===== src/rtl/sha256_pkg.sv =====
// Shared constants and types for the SHA-256 digest output path.
package sha256_pkg;

  localparam int unsigned DIGEST_W = 256;
  localparam int unsigned NIBBLES  = 64;
  localparam int unsigned IDX_W    = 6;
  localparam int unsigned BYTE_W   = 8;

  localparam logic [7:0] ASCII_0  = 8'h30;
  localparam logic [7:0] ASCII_LA = 8'h61;
  localparam logic [7:0] ASCII_UA = 8'h41;
  localparam logic [7:0] ASCII_NL = 8'h0A;

  typedef enum logic [1:0] {ST_IDLE, ST_STREAM, ST_NEWLINE} streamer_state_t;

  // One output beat of the byte stream.
  typedef struct packed {
    logic [BYTE_W-1:0] data;
    logic              last;
  } stream_beat_t;

endpackage


===== src/rtl/hex_ascii_enc.sv =====
// Combinational nibble to ASCII hex character.
//   nibble  : 4-bit value 0..15
//   ascii_c : '0'-'9', then 'a'-'f' (or 'A'-'F' when UPPERCASE)
module hex_ascii_enc
  import sha256_pkg::*;
#(
  parameter bit UPPERCASE = 1'b0
) (
  input  logic [3:0] nibble,
  output logic [7:0] ascii_c
);

  always_comb begin
    ascii_c = ASCII_0 + 8'(nibble);
    if (nibble > 4'd9) begin
      ascii_c = (UPPERCASE ? ASCII_UA : ASCII_LA) + 8'(nibble) - 8'd10;
    end
  end

endmodule


===== src/rtl/sha256_digest_streamer.sv =====
// Captures a SHA-256 digest on the core's hash_valid pulse and streams it
// as 64 ASCII hex characters (MS nibble first) plus an optional newline,
// with valid/ready backpressure.
//   clk, rst_n     : clock, async active-low reset
//   enable         : gates acceptance of new digests only
//   hash_in        : digest, sampled when hash_valid_in=1
//   hash_valid_in  : one-cycle digest pulse
//   clear_overrun  : synchronous clear of overrun (set wins)
//   out_data/out_valid/out_ready/out_last : byte stream
//   busy           : stream in progress
//   overrun        : sticky, a digest was dropped while busy
module sha256_digest_streamer
  import sha256_pkg::*;
#(
  parameter bit APPEND_NL = 1'b1,
  parameter bit UPPERCASE = 1'b0
) (
  input  logic         clk,
  input  logic         rst_n,
  input  logic         enable,
  input  logic [255:0] hash_in,
  input  logic         hash_valid_in,
  input  logic         clear_overrun,
  output logic [7:0]   out_data,
  output logic         out_valid,
  input  logic         out_ready,
  output logic         out_last,
  output logic         busy,
  output logic         overrun
);

  streamer_state_t       state, state_n;
  logic [IDX_W-1:0]      idx, idx_n;
  logic [DIGEST_W-1:0]   shadow, shadow_n;
  stream_beat_t          beat_q, beat_n;
  logic                  valid_n, busy_n, overrun_n;

  logic                  hs_c, final_hs_c, accept_c, last_idx_c;
  logic [IDX_W-1:0]      nib_idx_c;
  logic [DIGEST_W-1:0]   nib_src_c;
  logic [7:0]            bit_hi_c;
  logic [3:0]            nibble_c;
  logic [7:0]            char_c;

  assign out_data = beat_q.data;
  assign out_last = beat_q.last;

  // Handshake terms; a new digest is taken in IDLE or on the final beat.
  assign hs_c       = out_valid & out_ready;
  assign final_hs_c = hs_c & beat_q.last;
  assign accept_c   = hash_valid_in & enable & ((state == ST_IDLE) | final_hs_c);
  assign last_idx_c = (idx == IDX_W'(NIBBLES - 1));

  // Nibble for the next presented character: first nibble of a new digest,
  // or the following nibble of the shadow copy.
  assign nib_idx_c = accept_c ? '0 : idx + IDX_W'(1);
  assign nib_src_c = accept_c ? hash_in : shadow;
  assign bit_hi_c  = 8'(DIGEST_W - 1) - {nib_idx_c, 2'b00};
  assign nibble_c  = nib_src_c[bit_hi_c -: 4];

  hex_ascii_enc #(.UPPERCASE(UPPERCASE)) u_enc (
    .nibble  (nibble_c),
    .ascii_c (char_c)
  );

  // Next-state and next-output logic.
  always_comb begin
    state_n   = state;
    idx_n     = idx;
    shadow_n  = shadow;
    beat_n    = beat_q;
    valid_n   = out_valid;
    overrun_n = overrun;

    if (accept_c) begin
      state_n     = ST_STREAM;
      idx_n       = '0;
      shadow_n    = hash_in;
      beat_n.data = char_c;
      beat_n.last = 1'b0;
      valid_n     = 1'b1;
    end else begin
      case (state)
        ST_STREAM: begin
          if (hs_c) begin
            if (last_idx_c) begin
              if (APPEND_NL) begin
                state_n     = ST_NEWLINE;
                beat_n.data = ASCII_NL;
                beat_n.last = 1'b1;
              end else begin
                state_n     = ST_IDLE;
                beat_n.last = 1'b0;
                valid_n     = 1'b0;
              end
            end else begin
              idx_n       = idx + IDX_W'(1);
              beat_n.data = char_c;
              beat_n.last = !APPEND_NL && (nib_idx_c == IDX_W'(NIBBLES - 1));
            end
          end
        end
        ST_NEWLINE: begin
          if (hs_c) begin
            state_n     = ST_IDLE;
            beat_n.last = 1'b0;
            valid_n     = 1'b0;
          end
        end
        default: ;
      endcase
    end

    // Drop while busy sets the sticky flag; set has priority over clear.
    if (hash_valid_in && busy && !accept_c) begin
      overrun_n = 1'b1;
    end else if (clear_overrun) begin
      overrun_n = 1'b0;
    end

    busy_n = (state_n != ST_IDLE);
  end

  // State and output registers.
  always_ff @(posedge clk or negedge rst_n) begin
    if (!rst_n) begin
      state     <= ST_IDLE;
      idx       <= '0;
      shadow    <= '0;
      beat_q    <= '0;
      out_valid <= 1'b0;
      busy      <= 1'b0;
      overrun   <= 1'b0;
    end else begin
      state     <= state_n;
      idx       <= idx_n;
      shadow    <= shadow_n;
      beat_q    <= beat_n;
      out_valid <= valid_n;
      busy      <= busy_n;
      overrun   <= overrun_n;
    end
  end

endmodule


===== config.mk =====
export PLATFORM = sky130hd
export DESIGN_NAME = sha256_digest_streamer
export DESIGN_NICKNAME = d
export VERILOG_FILES = /design/src/rtl/sha256_pkg.sv /design/src/rtl/hex_ascii_enc.sv /design/src/rtl/sha256_digest_streamer.sv
export SDC_FILE = /design/constraint.sdc
export NUM_CORES = 1
export LEC_CHECK = 0
export ABC_AREA = 1
export ABC_CLOCK_PERIOD_IN_PS = 6700
export CORE_MARGIN = 5
export CORE_UTILIZATION = 41
export CTS_CLUSTER_DIAMETER = 50
export DETAILED_ROUTE_END_ITERATION = 16
export DONT_BUFFER_PORTS = 1
export PLACE_DENSITY = 0.59
export SKIP_LAST_GASP = 1
export SLEW_MARGIN = 25
export SYNTH_ARGS = -nofsm -noshare
export SYNTH_HDL_FRONTEND = slang
export SYNTH_SLANG_ARGS = --single-unit

===== constraint.sdc =====
create_clock -name clk -period 6.7 [get_ports clk]
set_input_delay 0.67 -clock clk [delete_from_list [all_inputs] [get_ports clk]]
set_output_delay 0.67 -clock clk [all_outputs]
set_load 0.1 [all_outputs]

* Word-level counts from Yosys, hierarchy flattened *
Cells that the tools add are included.

word-level totals
  register bits after elaboration = 276
  output and inout port bits = 12

operators by class
  magnitude comparators = 1
  multiplexer cells = 22
  equal/unequal tests = 6
  bitwise operators = 5
  shift operators = 1
  reduce and logical (&&, ||, !) cells = 14
  add/sub/neg operators = 5

operator list
  kind                   count
  $shiftx A259 B9 Y4     1
  $mux W256              1
  $mux W6                5
  $mux W9                3
  $mux W8                2
  $reduce_bool A2 Y1     5
  $add A7 B4 Y8 const A  1
  $mux W2                4
  $sub A8 B4 Y8 const B  1
  $sub A8 B8 Y8 const A  1
  $add A6 B4 Y7 const A  1
  $add A6 B1 Y6 const B  1
  $eq A6 B6 Y1 const B   1
  $ne A3 B3 Y1 const B   2
  $reduce_and A3 Y1      2
  $mux W1                5
  $and A1 B1 Y1          4
  $gt A4 B4 Y1 const B   1
  $pmux W2 S2            1
  $reduce_and A2 Y1      2
  $reduce_bool A3 Y1     1
  $eq A2 B1 Y1 const B   1
  $eq A2 B2 Y1 const B   1
  $logic_and A1 B1 Y1    2
  5 further kinds        5

* Depth between registers and ports, before layout *
  word-level depth = 14
  mapped depth = 26
  depth with buffers taken out = 25

* Cells and area by module *
A second synthesis with hierarchy kept.

unflattened totals
  cells, all modules = 1970
  area total of the unflattened synthesis = 14402.6 um^2

modules (own cells, without submodules)
  module                  area each (um^2)  seq. area each (um^2)  instances  cells each
  sha256_digest_streamer  14282.4           6906.6                 1          1949
  hex_ascii_enc           120.1             0.0                    1          21

* Least setup slack after synthesis *
Ideal clock, no wire load.

  kind = reg-to-reg
  start = reg out_valid
  end = reg beat_q, in the netlist out_data[1]
  setup slack = 3.325 ns
  period minus slack after synthesis = 3.375 ns
  arrival time = 3.258 ns
  cell stages (with the launch flop) = 25
  cell sequence = dfrtp_1 nand3_2 nand2_2 nand2_4 nand2_4 buf_6 buf_8 buf_6 nand3_1 nand2_1 nand2_1 nand2_1 nand3_1 nand3_1 nand3_1 nand2_1 inv_1 ha_1 or2_2 nand3_1 nand2_2 nor2_1 nand2_1 nand2_1 nor2_1

on the way
  longest elaborated chain between the ends = 14
  elaborated cells between the ends (all ways) = 20
  those cells by class = add/sub (4); order compare (1); shift (1); mux (7); bitwise (4); reduce/logical (3)

ends and longest elaborated chain
  item                    line                           source
  from (decl)             sha256_digest_streamer.sv:25   output logic out_valid,
  from (signal assigned)  sha256_digest_streamer.sv:139  out_valid <= valid_n;
  $and A1 B1 Y1 (*)       sha256_digest_streamer.sv:49   assign hs_c = out_valid & out_ready;
  $and A1 B1 Y1           sha256_digest_streamer.sv:50   assign final_hs_c = hs_c & beat_q.last;
  $or A1 B1 Y1            sha256_digest_streamer.sv:51   assign accept_c = hash_valid_in & enable & ((state == ST_IDLE) | final_hs_c);
  $and A1 B1 Y1           sha256_digest_streamer.sv:51
  $mux W6                 sha256_digest_streamer.sv:56   assign nib_idx_c = accept_c ? '0 : idx + IDX_W'(1);
  $sub A8 B8 Y8           sha256_digest_streamer.sv:58   assign bit_hi_c = 8'(DIGEST_W - 1) - {nib_idx_c, 2'b00};
  $shiftx A259 B9 Y4      sha256_digest_streamer.sv:59   assign nibble_c = nib_src_c[bit_hi_c -: 4];
  $add A7 B4 Y8           hex_ascii_enc.sv:16            ascii_c = (UPPERCASE ? ASCII_UA : ASCII_LA) + 8'(nibble) - 8'd10;
  $sub A8 B4 Y8           hex_ascii_enc.sv:16
  $mux W8                 hex_ascii_enc.sv:15            if (nibble > 4'd9) begin
  $mux W9                 sha256_digest_streamer.sv:86   if (last_idx_c) begin
  $mux W9                 sha256_digest_streamer.sv:85   if (hs_c) begin
  $mux W8                 sha256_digest_streamer.sv:83   case (state)
  $mux W9                 sha256_digest_streamer.sv:75   if (accept_c) begin
  to (signal assigned)    sha256_digest_streamer.sv:138  beat_q <= beat_n;
  to (decl)               sha256_digest_streamer.sv:35   stream_beat_t beat_q, beat_n;

Every way passes the cells marked *; elsewhere a longest branch is shown, timed or not. The select of a mux whose other input is x is not followed.
A chain may end at the register's enable or synchronous reset.

* Worst setup path after layout *
Same ends and word-level chain as after synthesis.

==> metrics.csv <==
metric,value,unit
half-perimeter wire length after detailed placement,32200,um
met3 Resource Use GR,0.0697,
CP startpoint kind,flop,
fin. max-slew vios,0,
Iter 0 DRT Violations,1041,
worst hold path class,input pin to asynchronous set/reset pin,
pin count of the biggest net entering global routing,276,
register clock-pin slew on the reported worst setup and hold paths,0.06,ns
met2 track demand over resource in global routing,0.340,
Die ar.,0.0382,sq mm
Peak Freq,180,MHz
area overhead of the layout relative to synthesis,9.64,%
slew at the pin closest to its max-slew limit,1.06,ns
WL per Instance,19.9,um
DIE HEIGHT,195,um
Final #Nets,2118,
number of antenna-violating nets in the routed design,0,
global routing's busiest layer,met1,
largest voltage drop on the vdd net,186,uV
width of the die,195,um
"flops & latches, synth",275,
cell taking the most area after synthesis,sky130_fd_sc_hd__dfrtp_1,
fill cell total of the finished layout,3487,
Synth cell types,34,
sum of negative setup slack,0,ns
first-pass GRT wire length,71100,um
core area,0.0342,sq mm
Post CTS Setup Buffer Count,0,
data required time of the critical path,7.11,ns
number of buffers created by CTS,39,
Netlist Area Pre-Place,0.0141,sq mm
Clock Skews,0.0107,ns
routability cong.,0.886,
share of the synthesized area in the top cell type,0.488,
post-detailed-route DRC marker count,0,
commonest register cell after synthesis,sky130_fd_sc_hd__dfrtp_1,
Yosys warning total,0,
initial core utilization,0.412,
Placement Rows,68,
fraction of the yosys area taken by sequential cells,0.488,
Tot GR Track Use,0.236,
critical-path maximum fanout,102,
reported leakage power,8.16,nW
Final Critical Period,5.56,ns
max-cap violation count,0,
CP arrival,5.97,ns
fraction of synthesis flops using an asynchronous set or reset pin,1.00,
Max-slew headroom,0.292,
total wire length after detailed routing,46500,um
Clock Path Buffers,3,
post-detailed-route via-to-cell ratio,5.15,
post-cts sizing count,0,
setup repair after global routing missed its margin,no,
worst path setup slack after routing,1.14,ns
source-to-sink clock delay at the later pin of the worst-skew pair,0.52,ns
share of the clock period used by the worst path,0.830,
status,"complete, but fails checks",
GR Util met1,0.348,
violations in the final reports,hold timing,
clock tree from TritonCTS,yes,
Final Hold Viols,98,
count of final setup violators,0,
number of flops mapped to enable cells by yosys,0,
H-tree depth reported by CTS,2,
Top-Level Pins,274,
ranking of synthesized cells by area,"sky130_fd_sc_hd__dfrtp_1 (49%), sky130_fd_sc_hd__nand2_1 (20%), sky130_fd_sc_hd__nand3_1 (8.7%)",
Pre-Repair DR Iteration Count,5,
number of cell instances on the worst register-to-register path,20,
final total power,8.72,mW
Root Buffer Master,sky130_fd_sc_hd__clkbuf_16,
Power Density,564,mW/mm^2
Syn Area/Cell,7.41,sq um
buffers added on ports,0,
"Net Count, Synth",2170,
initial antenna violation count,10,
Setup WS pre-CTS,1.09,ns
minimum hold slack,-0.131,ns
cell count after synthesis,1902,
critical path class,flop to flop,
CP Capture Type,flop,
via count of the first global-routing pass,11853,
Sink Count,275,
vias after detailed routing,12009,
share of cells above drive strength 1,0.0532,
grt total ovfl,0,
==> cell usage in the layout (no fill, tap or decap), types with 2 or more instances in the layout <==
cell type and n:
sky130_fd_sc_hd__dfrtp_1 275, sky130_fd_sc_hd__clkbuf_16 41, sky130_fd_sc_hd__clkinvlp_4 5, sky130_fd_sc_hd__or2_1 7, sky130_fd_sc_hd__inv_6 2, sky130_fd_sc_hd__clkinv_2 8, sky130_fd_sc_hd__ha_1 6, sky130_fd_sc_hd__o211ai_1 39
sky130_fd_sc_hd__buf_12 2, sky130_fd_sc_hd__nor2_1 48, sky130_fd_sc_hd__nand2_1 755, sky130_fd_sc_hd__nand2_2 3, sky130_fd_sc_hd__inv_2 3, sky130_fd_sc_hd__o21ai_1 37, sky130_fd_sc_hd__inv_1 220, sky130_fd_sc_hd__and2_1 12
sky130_fd_sc_hd__a21oi_1 28, sky130_fd_sc_hd__buf_4 18, sky130_fd_sc_hd__nand3_1 245, sky130_fd_sc_hd__or2_2 3, sky130_fd_sc_hd__nand3b_1 8, sky130_fd_sc_hd__nand3_2 3, sky130_fd_sc_hd__nand2_8 2, sky130_fd_sc_hd__o21ai_0 84
sky130_fd_sc_hd__clkbuf_8 4, sky130_fd_sc_hd__inv_8 2, sky130_fd_sc_hd__clkbuf_1 6
==> through the flow <==
step / utilization / instances / cell area [sq um]
finish: 0.452 / 2334 / 15500
detailed placement: 0.415 / 2264 / 14200
floorplan: - / 1902 / 14100
global route: 0.452 / 2334 / 15500
CTS: 0.452 / 2333 / 15400
global placement: 0.415 / 2264 / 14200
==> cell type report <==
class | count | area (sq um) | share of cell area
clock buffers | 51 | 1100 | 0.0714
well taps | 455 | 569 | 0.0368
flip-flops and latches | 275 | 6880 | 0.445
inverters | 224 | 841 | 0.0544
diodes | 1 | 2.50 | 0.000162
multi-input cells | 1290 | 5730 | 0.371
repair buffers | 20 | 175 | 0.0113
clock inverters | 18 | 148 | 0.00955
==> cells in the mapped netlist, types with 6 or more instances <==
cell type,number
sky130_fd_sc_hd__buf_1,9
sky130_fd_sc_hd__o211ai_1,39
sky130_fd_sc_hd__inv_1,220
sky130_fd_sc_hd__dfrtp_1,275
sky130_fd_sc_hd__buf_2,39
sky130_fd_sc_hd__nand2_1,755
sky130_fd_sc_hd__and2_1,12
sky130_fd_sc_hd__clkbuf_1,35
sky130_fd_sc_hd__ha_1,6
sky130_fd_sc_hd__nor2_1,48
sky130_fd_sc_hd__a21oi_1,28
sky130_fd_sc_hd__nand3b_1,8
sky130_fd_sc_hd__nand3_1,245
sky130_fd_sc_hd__o21ai_0,84
sky130_fd_sc_hd__o21ai_1,37
sky130_fd_sc_hd__buf_6,17
sky130_fd_sc_hd__or2_1,7
sky130_fd_sc_hd__buf_4,12
==> worst paths after layout <==
check	startpoint	to	slack [ns]
hold / removal	rst_n	shadow[4]	-0.13
hold reg to reg	shadow[229]	shadow[229]	0.47
max in group asynchronous	rst_n	shadow[118]	6.06
setup reg to reg	out_valid	out_data[1]	1.14
setup / recovery	out_valid	out_data[1]	1.14
min in group clk	hash_in[131]	shadow[131]	0.26
==> critical path, cell delays in order (launching register included) <==
cell,delay [ns]
sky130_fd_sc_hd__dfrtp_1,0.99
sky130_fd_sc_hd__nand3_2,0.24
sky130_fd_sc_hd__nand2_2,0.10
sky130_fd_sc_hd__buf_4,0.38
sky130_fd_sc_hd__nand2_8,0.45
sky130_fd_sc_hd__nand2_4,0.53
sky130_fd_sc_hd__clkinv_1,0.71
sky130_fd_sc_hd__nand3_1,0.31
sky130_fd_sc_hd__nand3_1,0.10
sky130_fd_sc_hd__nand3_1,0.11
sky130_fd_sc_hd__nand3_1,0.09
sky130_fd_sc_hd__nand2_1,0.25
sky130_fd_sc_hd__inv_2,0.09
sky130_fd_sc_hd__ha_1,0.22
sky130_fd_sc_hd__or2_2,0.29
sky130_fd_sc_hd__nand3_1,0.10
sky130_fd_sc_hd__nand2_2,0.10
sky130_fd_sc_hd__nor2_1,0.14
sky130_fd_sc_hd__nand2_1,0.07
sky130_fd_sc_hd__nand2_1,0.06
sky130_fd_sc_hd__nor2_1,0.04
==> layer usage <==
| layer | part of all wire | routed length (um) |
|---|---|---|
| met1 | 0.46 | 21300 |
| met2 | 0.42 | 19500 |
| met3 | 0.094 | 4350 |
| met4 | 0.024 | 1120 |
| met5 | 0.0027 | 125 |
==> power by group <==
| part | switching (mW) | internal [mW] |
|---|---|---|
| sequential | 0.517 | 2.46 |
| combinational | 2.57 | 1.18 |
| clock | 0.779 | 1.21 |
==> flip-flops by register name, indices dropped and copies added (netlist names) <==
register   count
out_last       1
busy           1
shadow       256
idx            6
overrun        1
state          2
out_data       7
out_valid      1
==> cell families after synthesis <==
family / synth area share
simple gates: 0.322
buf+inv: 0.106
flops: 0.488
compound gates: 0.0771
fa+ha+maj: 0.00533
xor+xnor: 0.00115
other cells: 0.000266
(Power assumes the default switching activity.)
